===== src/rtl/spi_nor_pkg.sv =====
// Shared definitions for the SPI NOR responder: command opcodes, FSM states, erased byte value.
package spi_nor_pkg;

  localparam logic [7:0] CMD_READ    = 8'h01;
  localparam logic [7:0] CMD_PROG    = 8'h02;
  localparam logic [7:0] CMD_WRDI    = 8'h04;
  localparam logic [7:0] CMD_RDSR    = 8'h05;
  localparam logic [7:0] CMD_WREN    = 8'h06;
  localparam logic [7:0] ERASED_BYTE = 8'hFF;

  typedef enum logic [2:0] {
    IDLE,
    CMD,
    ADDR,
    WDATA,
    RDATA,
    STAT,
    IGNORE
  } state_t;

endpackage


===== src/rtl/spi_edge_sync.sv =====
// Registers the SPI pins once on the system clock and derives single-cycle
// s_clk rise/fall pulses plus a chip-select deassert pulse.
module spi_edge_sync #(
  parameter int SPI_W = 8
) (
  input  logic             i_clk,
  input  logic             i_srst,
  input  logic             i_sclk,
  input  logic             i_css,
  input  logic [SPI_W-1:0] i_mosi,
  output logic             o_rise,
  output logic             o_fall,
  output logic             o_css,
  output logic             o_css_deassert,
  output logic [SPI_W-1:0] o_mosi
);

  logic             r_sclk;
  logic             r_sclk_prev;
  logic             r_css;
  logic             r_css_prev;
  logic [SPI_W-1:0] r_mosi;

  // Chip select resets to its idle (high) level so no spurious deassert pulse appears.
  always_ff @(posedge i_clk) begin
    if (i_srst) begin
      r_sclk      <= 1'b0;
      r_sclk_prev <= 1'b0;
      r_css       <= 1'b1;
      r_css_prev  <= 1'b1;
      r_mosi      <= '0;
    end else begin
      r_sclk      <= i_sclk;
      r_sclk_prev <= r_sclk;
      r_css       <= i_css;
      r_css_prev  <= r_css;
      r_mosi      <= i_mosi;
    end
  end

  assign o_rise         = r_sclk & ~r_sclk_prev;
  assign o_fall         = ~r_sclk & r_sclk_prev;
  assign o_css          = r_css;
  assign o_css_deassert = r_css & ~r_css_prev;
  assign o_mosi         = r_mosi;

endmodule


===== src/rtl/spi_nor_responder.sv =====
// Byte-lane SPI NOR flash target with an internal erased-to-FF array.
// Define FLASH_PAGE_WRAP_EN to make program data wrap inside a 2**PAGE_W page.
module spi_nor_responder
  import spi_nor_pkg::*;
#(
  parameter int ADDR_W = 8,
  parameter int SPI_W  = 8,
  parameter int PAGE_W = 8
) (
  input  logic             p_clk,
  input  logic             p_reset,
  input  logic             s_clk,
  input  logic             s_css,
  input  logic [SPI_W-1:0] s_mosi,
  output logic [SPI_W-1:0] s_miso,
  output logic             wel,
  output logic             busy
);

  localparam int DEPTH = 1 << ADDR_W;
  localparam logic [ADDR_W-1:0] PAGE_MASK = ADDR_W'((64'd1 << PAGE_W) - 64'd1);

  logic             w_rise;
  logic             w_fall;
  logic             w_css;
  logic             w_css_deassert;
  logic [SPI_W-1:0] w_mosi;
  logic             w_we;
  logic [ADDR_W-1:0] w_addr_inc;
  logic [ADDR_W-1:0] w_waddr_next;

  state_t            r_state;
  logic [ADDR_W-1:0] r_addr;
  logic [1:0]        r_byte_cnt;
  logic              r_is_read;
  logic              r_wr;
  logic              r_prog_seen;
  logic [SPI_W-1:0]  r_miso;
  logic              r_wel;
  logic              r_busy;
  logic [SPI_W-1:0]  r_rd_byte;
  logic [SPI_W-1:0]  r_mem [DEPTH];

  spi_edge_sync #(.SPI_W(SPI_W)) u_edge_sync (
    .i_clk          (p_clk),
    .i_srst         (p_reset),
    .i_sclk         (s_clk),
    .i_css          (s_css),
    .i_mosi         (s_mosi),
    .o_rise         (w_rise),
    .o_fall         (w_fall),
    .o_css          (w_css),
    .o_css_deassert (w_css_deassert),
    .o_mosi         (w_mosi)
  );

  assign w_addr_inc = r_addr + 1'b1;

`ifdef FLASH_PAGE_WRAP_EN
  // Page program: only the in-page offset advances, the page number is held.
  assign w_waddr_next = (r_addr & ~PAGE_MASK) | (w_addr_inc & PAGE_MASK);
`else
  assign w_waddr_next = w_addr_inc;
`endif

  // A rise coinciding with chip-select deassert is dropped because w_css gates it.
  assign w_we = (r_state == WDATA) && w_rise && !w_css && r_wr;

  always_ff @(posedge p_clk) begin
    if (p_reset) begin
      for (int i = 0; i < DEPTH; i++) begin
        r_mem[i] <= ERASED_BYTE;
      end
    end else if (w_we) begin
      r_mem[r_addr] <= r_mem[r_addr] & w_mosi;
    end
  end

  always_ff @(posedge p_clk) begin
    if (p_reset) begin
      r_rd_byte <= '0;
    end else begin
      r_rd_byte <= r_mem[r_addr];
    end
  end

  always_ff @(posedge p_clk) begin
    if (p_reset) begin
      r_state     <= IDLE;
      r_addr      <= '0;
      r_byte_cnt  <= '0;
      r_is_read   <= 1'b0;
      r_wr        <= 1'b0;
      r_prog_seen <= 1'b0;
      r_miso      <= '0;
      r_wel       <= 1'b0;
      r_busy      <= 1'b0;
    end else if (w_css) begin
      r_state     <= IDLE;
      r_miso      <= '0;
      r_busy      <= 1'b0;
      r_prog_seen <= 1'b0;
      if (w_css_deassert && r_prog_seen) begin
        r_wel <= 1'b0;
      end
    end else begin
      case (r_state)
        IDLE: begin
          r_state <= CMD;
          r_busy  <= 1'b1;
        end
        CMD: begin
          if (w_rise) begin
            r_byte_cnt <= '0;
            unique case (w_mosi)
              CMD_WREN: begin
                r_wel   <= 1'b1;
                r_state <= IGNORE;
              end
              CMD_WRDI: begin
                r_wel   <= 1'b0;
                r_state <= IGNORE;
              end
              CMD_RDSR: r_state <= STAT;
              CMD_PROG: begin
                r_state     <= ADDR;
                r_is_read   <= 1'b0;
                r_wr        <= r_wel;
                r_prog_seen <= 1'b1;
              end
              CMD_READ: begin
                r_state   <= ADDR;
                r_is_read <= 1'b1;
              end
              default: r_state <= IGNORE;
            endcase
          end
        end
        ADDR: begin
          if (w_rise) begin
            // MSB-first shift; truncation keeps only the implemented address bits.
            r_addr     <= ADDR_W'({r_addr, w_mosi});
            r_byte_cnt <= r_byte_cnt + 1'b1;
            if (r_byte_cnt == 2'd2) begin
              r_state <= r_is_read ? RDATA : WDATA;
            end
          end
        end
        WDATA: begin
          if (w_rise) begin
            r_addr <= w_waddr_next;
          end
        end
        RDATA: begin
          if (w_fall) begin
            r_miso <= r_rd_byte;
            r_addr <= w_addr_inc;
          end
        end
        STAT: begin
          if (w_fall) begin
            r_miso <= SPI_W'({r_wel, 1'b0});
          end
        end
        IGNORE: r_miso <= '0;
        default: r_state <= IDLE;
      endcase
    end
  end

  assign s_miso = r_miso;
  assign wel    = r_wel;
  assign busy   = r_busy;

endmodule


===== config.mk =====
export PLATFORM = sky130hd
export DESIGN_NAME = spi_nor_responder
export DESIGN_NICKNAME = d
export VERILOG_FILES = /design/src/rtl/spi_nor_pkg.sv /design/src/rtl/spi_edge_sync.sv /design/src/rtl/spi_nor_responder.sv
export SDC_FILE = /design/constraint.sdc
export NUM_CORES = 2
export LEC_CHECK = 0
export CORE_MARGIN = 3
export CORE_UTILIZATION = 40
export CTS_CLUSTER_DIAMETER = 80
export DETAILED_ROUTE_END_ITERATION = 10
export PLACE_DENSITY = 0.58
export RECOVER_POWER = 50
export SLEW_MARGIN = 15
export SYNTH_ARGS = -nofsm -noshare
export SYNTH_HDL_FRONTEND = slang
export SYNTH_HIERARCHICAL = 1
export SYNTH_SLANG_ARGS = --single-unit

===== constraint.sdc =====
create_clock -name p_clk -period 2.9 [get_ports p_clk]
set_input_delay 0.87 -clock p_clk [delete_from_list [all_inputs] [get_ports p_clk]]
set_output_delay 0.87 -clock p_clk [all_outputs]
set_load 0.05 [all_outputs]

==> results_dict.tcl <==
set metrics [dict create \
    status "finished with violations" \
    violations "capacitance limit, slew limit, setup timing" \
    synth_edf_count 2048 \
    avgSynthCellArea_um2 14.3 \
    fin_cells 10500 \
    cts_tree "yes" \
    fin_ws_ps -890 \
    start_kind "flop" \
    drc 0 \
    nets 7336 \
    ys_warn_count 6 \
    use_met1_pct 31.9 \
    start_util_pct 40.4 \
    final-seq-area_um2 62600 \
    chipHeight_um 489 \
    crit_required_ps 3490 \
    grt_pass1_vias 59100 \
    worst_r2r_path_depth 15 \
    ant_nets 0 \
    postCtsHoldBufs 0 \
    gr-usage-met3_pct 4.02 \
    synth_top_cell_by_area "edfxtp_1" \
    p_leak_nw 30.0 \
    first_pass_iters 6 \
    grt_max_degree 155 \
    rsz0062_at_grt "true" \
    dieWidth_um 489 \
    tightestPinTransition_ps 2120 \
    cp-end-kind "flop" \
    grt_usage_pct 23.6 \
    setup_viol 4080 \
    synth_fp_nets 6544 \
    dp.cells 9989 \
    crit_path_end "r_mem[175][2]" \
    pwr-share-clk_pct 44.3 \
    critPathMaxFanout 10 \
    finalHoldViolCount 0 \
    io_buffers 21 \
    critPathKind "reg2reg" \
    fillers 19500 \
    clockRootBuffer "clkbuf_16" \
    use_met2_pct 38.3 \
    insertion_delay_ps 870 \
    multi_input_area_um2 28400 \
    maxSlewViolCount 237 \
    top_usage_layer "met2" \
    async_flop_share_pct 0 \
    fp.dieArea_um2 239000 \
    core_um2 231000 \
    min-delay-start "p_reset" \
    maxCapViolations 2 \
    syn_inst 6527 \
    rows 176 \
    synth_top_area_share_pct 66.0 \
    globalplace.congestion 0.886 \
    drtIter0Drc 7430 \
    pin_count 22 \
    yosysMostFrequentCell "nand2_1" \
    via_per_inst 5.66 \
    cts_sinks 2102 \
    p_switching_w 0.0139 \
    htree_num_levels 4 \
    synthTopCellsByCount "nand2_1, edfxtp_1, mux4_2" \
    vias 59700 \
    period_minus_slack_ps 3790 \
    ys_seq_area_share_pct 67.2 \
    skew_ps 56.8 \
    drt_wl_total_mm 290 \
    syn2layout_area_growth_pct 22.3 \
    slew_headroom_pct -41.2 \
    syn_area_um2 93100 \
    drive_above_1_share_pct 32.0 \
    post-route-period-util_pct 131 \
    power_frac_comb_pct 3.9 \
    swShare_pct 21.7 \
    hold_path.class "in2reg" \
    hpwl_mm 189 \
    p_int_w 0.0502 \
    rr_endpoint "r_mem[175][2]" \
    vdd.ir_drop.worst_uv 534 \
    clkTransAtPathRegs_ps 60 \
    arrival_ps 4380 \
    fin_util_pct 49.4 \
    clockBufferDepth 3 \
    grt_pass1_wl_mm 410 \
    grt-ovfl-total 0 \
    p_seq_share_pct 51.8 \
    synth_seq_cells 2102 \
    r2r_slack_ps -890 \
    antenna_found_initial 7 \
    synthTopCellsByArea "edfxtp_1, mux4_2, nand2_1" \
    power.density_nw_per_um2 562 \
    cts_buffers 217 \
    max_freq_mhz 264 \
    netlist-cell-type-count 69 \
    ys.flop_type "edfxtp_1" \
    wire_per_inst_um 27.5 \
]
[registers in the layout, indices dropped and copies added (netlist names), named ones only]
signal and cells:
r_mem 2048, r_state 3, u_edge_sync/o_css 1, r_byte_cnt 2, u_edge_sync/r_sclk 1, r_is_read 1, r_prog_seen 1, u_edge_sync/r_sclk_prev 1
busy 1, wel 1, r_rd_byte 8, r_addr 8, r_wr 1, s_miso 8, u_edge_sync/o_mosi 8, u_edge_sync/r_css_prev 1
[worst max-delay path: stages (launching register included)]
cell and delay [ps]:
dfxtp_4 390, buf_12 130, buf_12 140, buf_12 110, buf_8 110, mux4_2 520
mux4_2 550, nand2_2 110, nand4_1 240, a31o_2 330, nand4_1 160, buf_6 160
buf_16 200, buf_12 140, buf_16 130, nand2_1 60
[worst min-delay path by stage]
stage,cells past startpoint,endpoint
5_1_grt,2,u_edge_sync/r_css_prev
3_5_place_dp,2,s_miso[5]
3_3_place_gp,2,s_miso[4]
2_1_floorplan,2,s_miso[0]
6_report,2,u_edge_sync/r_css_prev
4_1_cts,2,u_edge_sync/r_css_prev
[layout by cell type, fill, tap and decap left out, types with 24 or more instances in the layout]
cell          n
a22oi_1      98
nand2_2      75
clkinv_1     61
mux4_2      468
o22ai_1      30
a21oi_1      66
buf_16       44
nand2_1    2041
nor2_1      197
nor2b_1      35
bufinv_16    24
clkbuf_16   247
buf_6        25
buf_12      181
clkinv_2     36
dfxtp_1      48
buf_4       745
mux2i_1     155
o21ai_0      35
nor2_2       97
edfxtp_1   2048
nand2_4      42
or2_4        33
clkbuf_1     51
nand3_1      41
or2_2       226
[power by group through the flow]
| stage | clock network (W) | registers (W) | logic, W |
|---|---|---|---|
| floorplan | 0 | 0.0338 | 0.00120 |
| global placement | 0 | 0.0339 | 0.00193 |
| detailed placement | 0 | 0.0339 | 0.00195 |
| CTS | 0.0287 | 0.0332 | 0.00225 |
| global route | 0.0299 | 0.0332 | 0.00259 |
| finish | 0.0284 | 0.0332 | 0.00248 |
[metal layers]
layer / vias up / share of wire, %
met5: - / 0
met2: 2778 / 48
li1: 25600 / -
met3: 498 / 8.4
met1: 30800 / 39
met4: 0 / 3.9
[timing repair]
action	CTS	global route
gates resized for setup	111	215
endpoints found under the setup margin	4096	4113
pin swaps	12	110
setup buffers	59	23
gates cloned	27	32
[cell families (layout without fill, tap and decap cells)]
family | count (synthesis) | after routing | synth area share (%)
and+or+nand+nor | 2913 | 2913 | 13.2
DFF | 2102 | 2102 | 67.2
muxes | 641 | 641 | 13.2
buffers and inverters | 500 | 1484 | 3.62
AOI/OAI and AO/OA | 364 | 364 | 2.70
adders and majority gates | 5 | 5 | 0.0672
xor gates and xnor gates | 2 | 2 | 0.0188
other | 0 | 3 | 0
[per-stage QoR]
stage	TNS (ps)	hold slack (ps)	power (W)	setup WS (ps)	area (µm²)
final	-2170870	400	0.0641	-890	114000
after global routing	-2434750	339	0.0657	-892	114000
after CTS	-2153900	152	0.0641	-823	112000
after detailed placement	-2664320	450	0.0358	-1350	103000
after global placement	-2621880	446	0.0358	-1340	103000
after floorplan	-43830	433	0.0350	-107	93400
[cell type report]
class                           count  area share, %
Tap cell                         3026           3.32
Clock buffer                      267           5.01
Timing Repair Buffer             1062           10.5
Sequential cell                  2102           54.9
Inverter                           11         0.0362
Multi-Input combinational cell   3925           24.9
Clock inverter                    144           1.32
Antenna cell                        3        0.00659
Note: power is estimated with default switching activity, not from simulation.
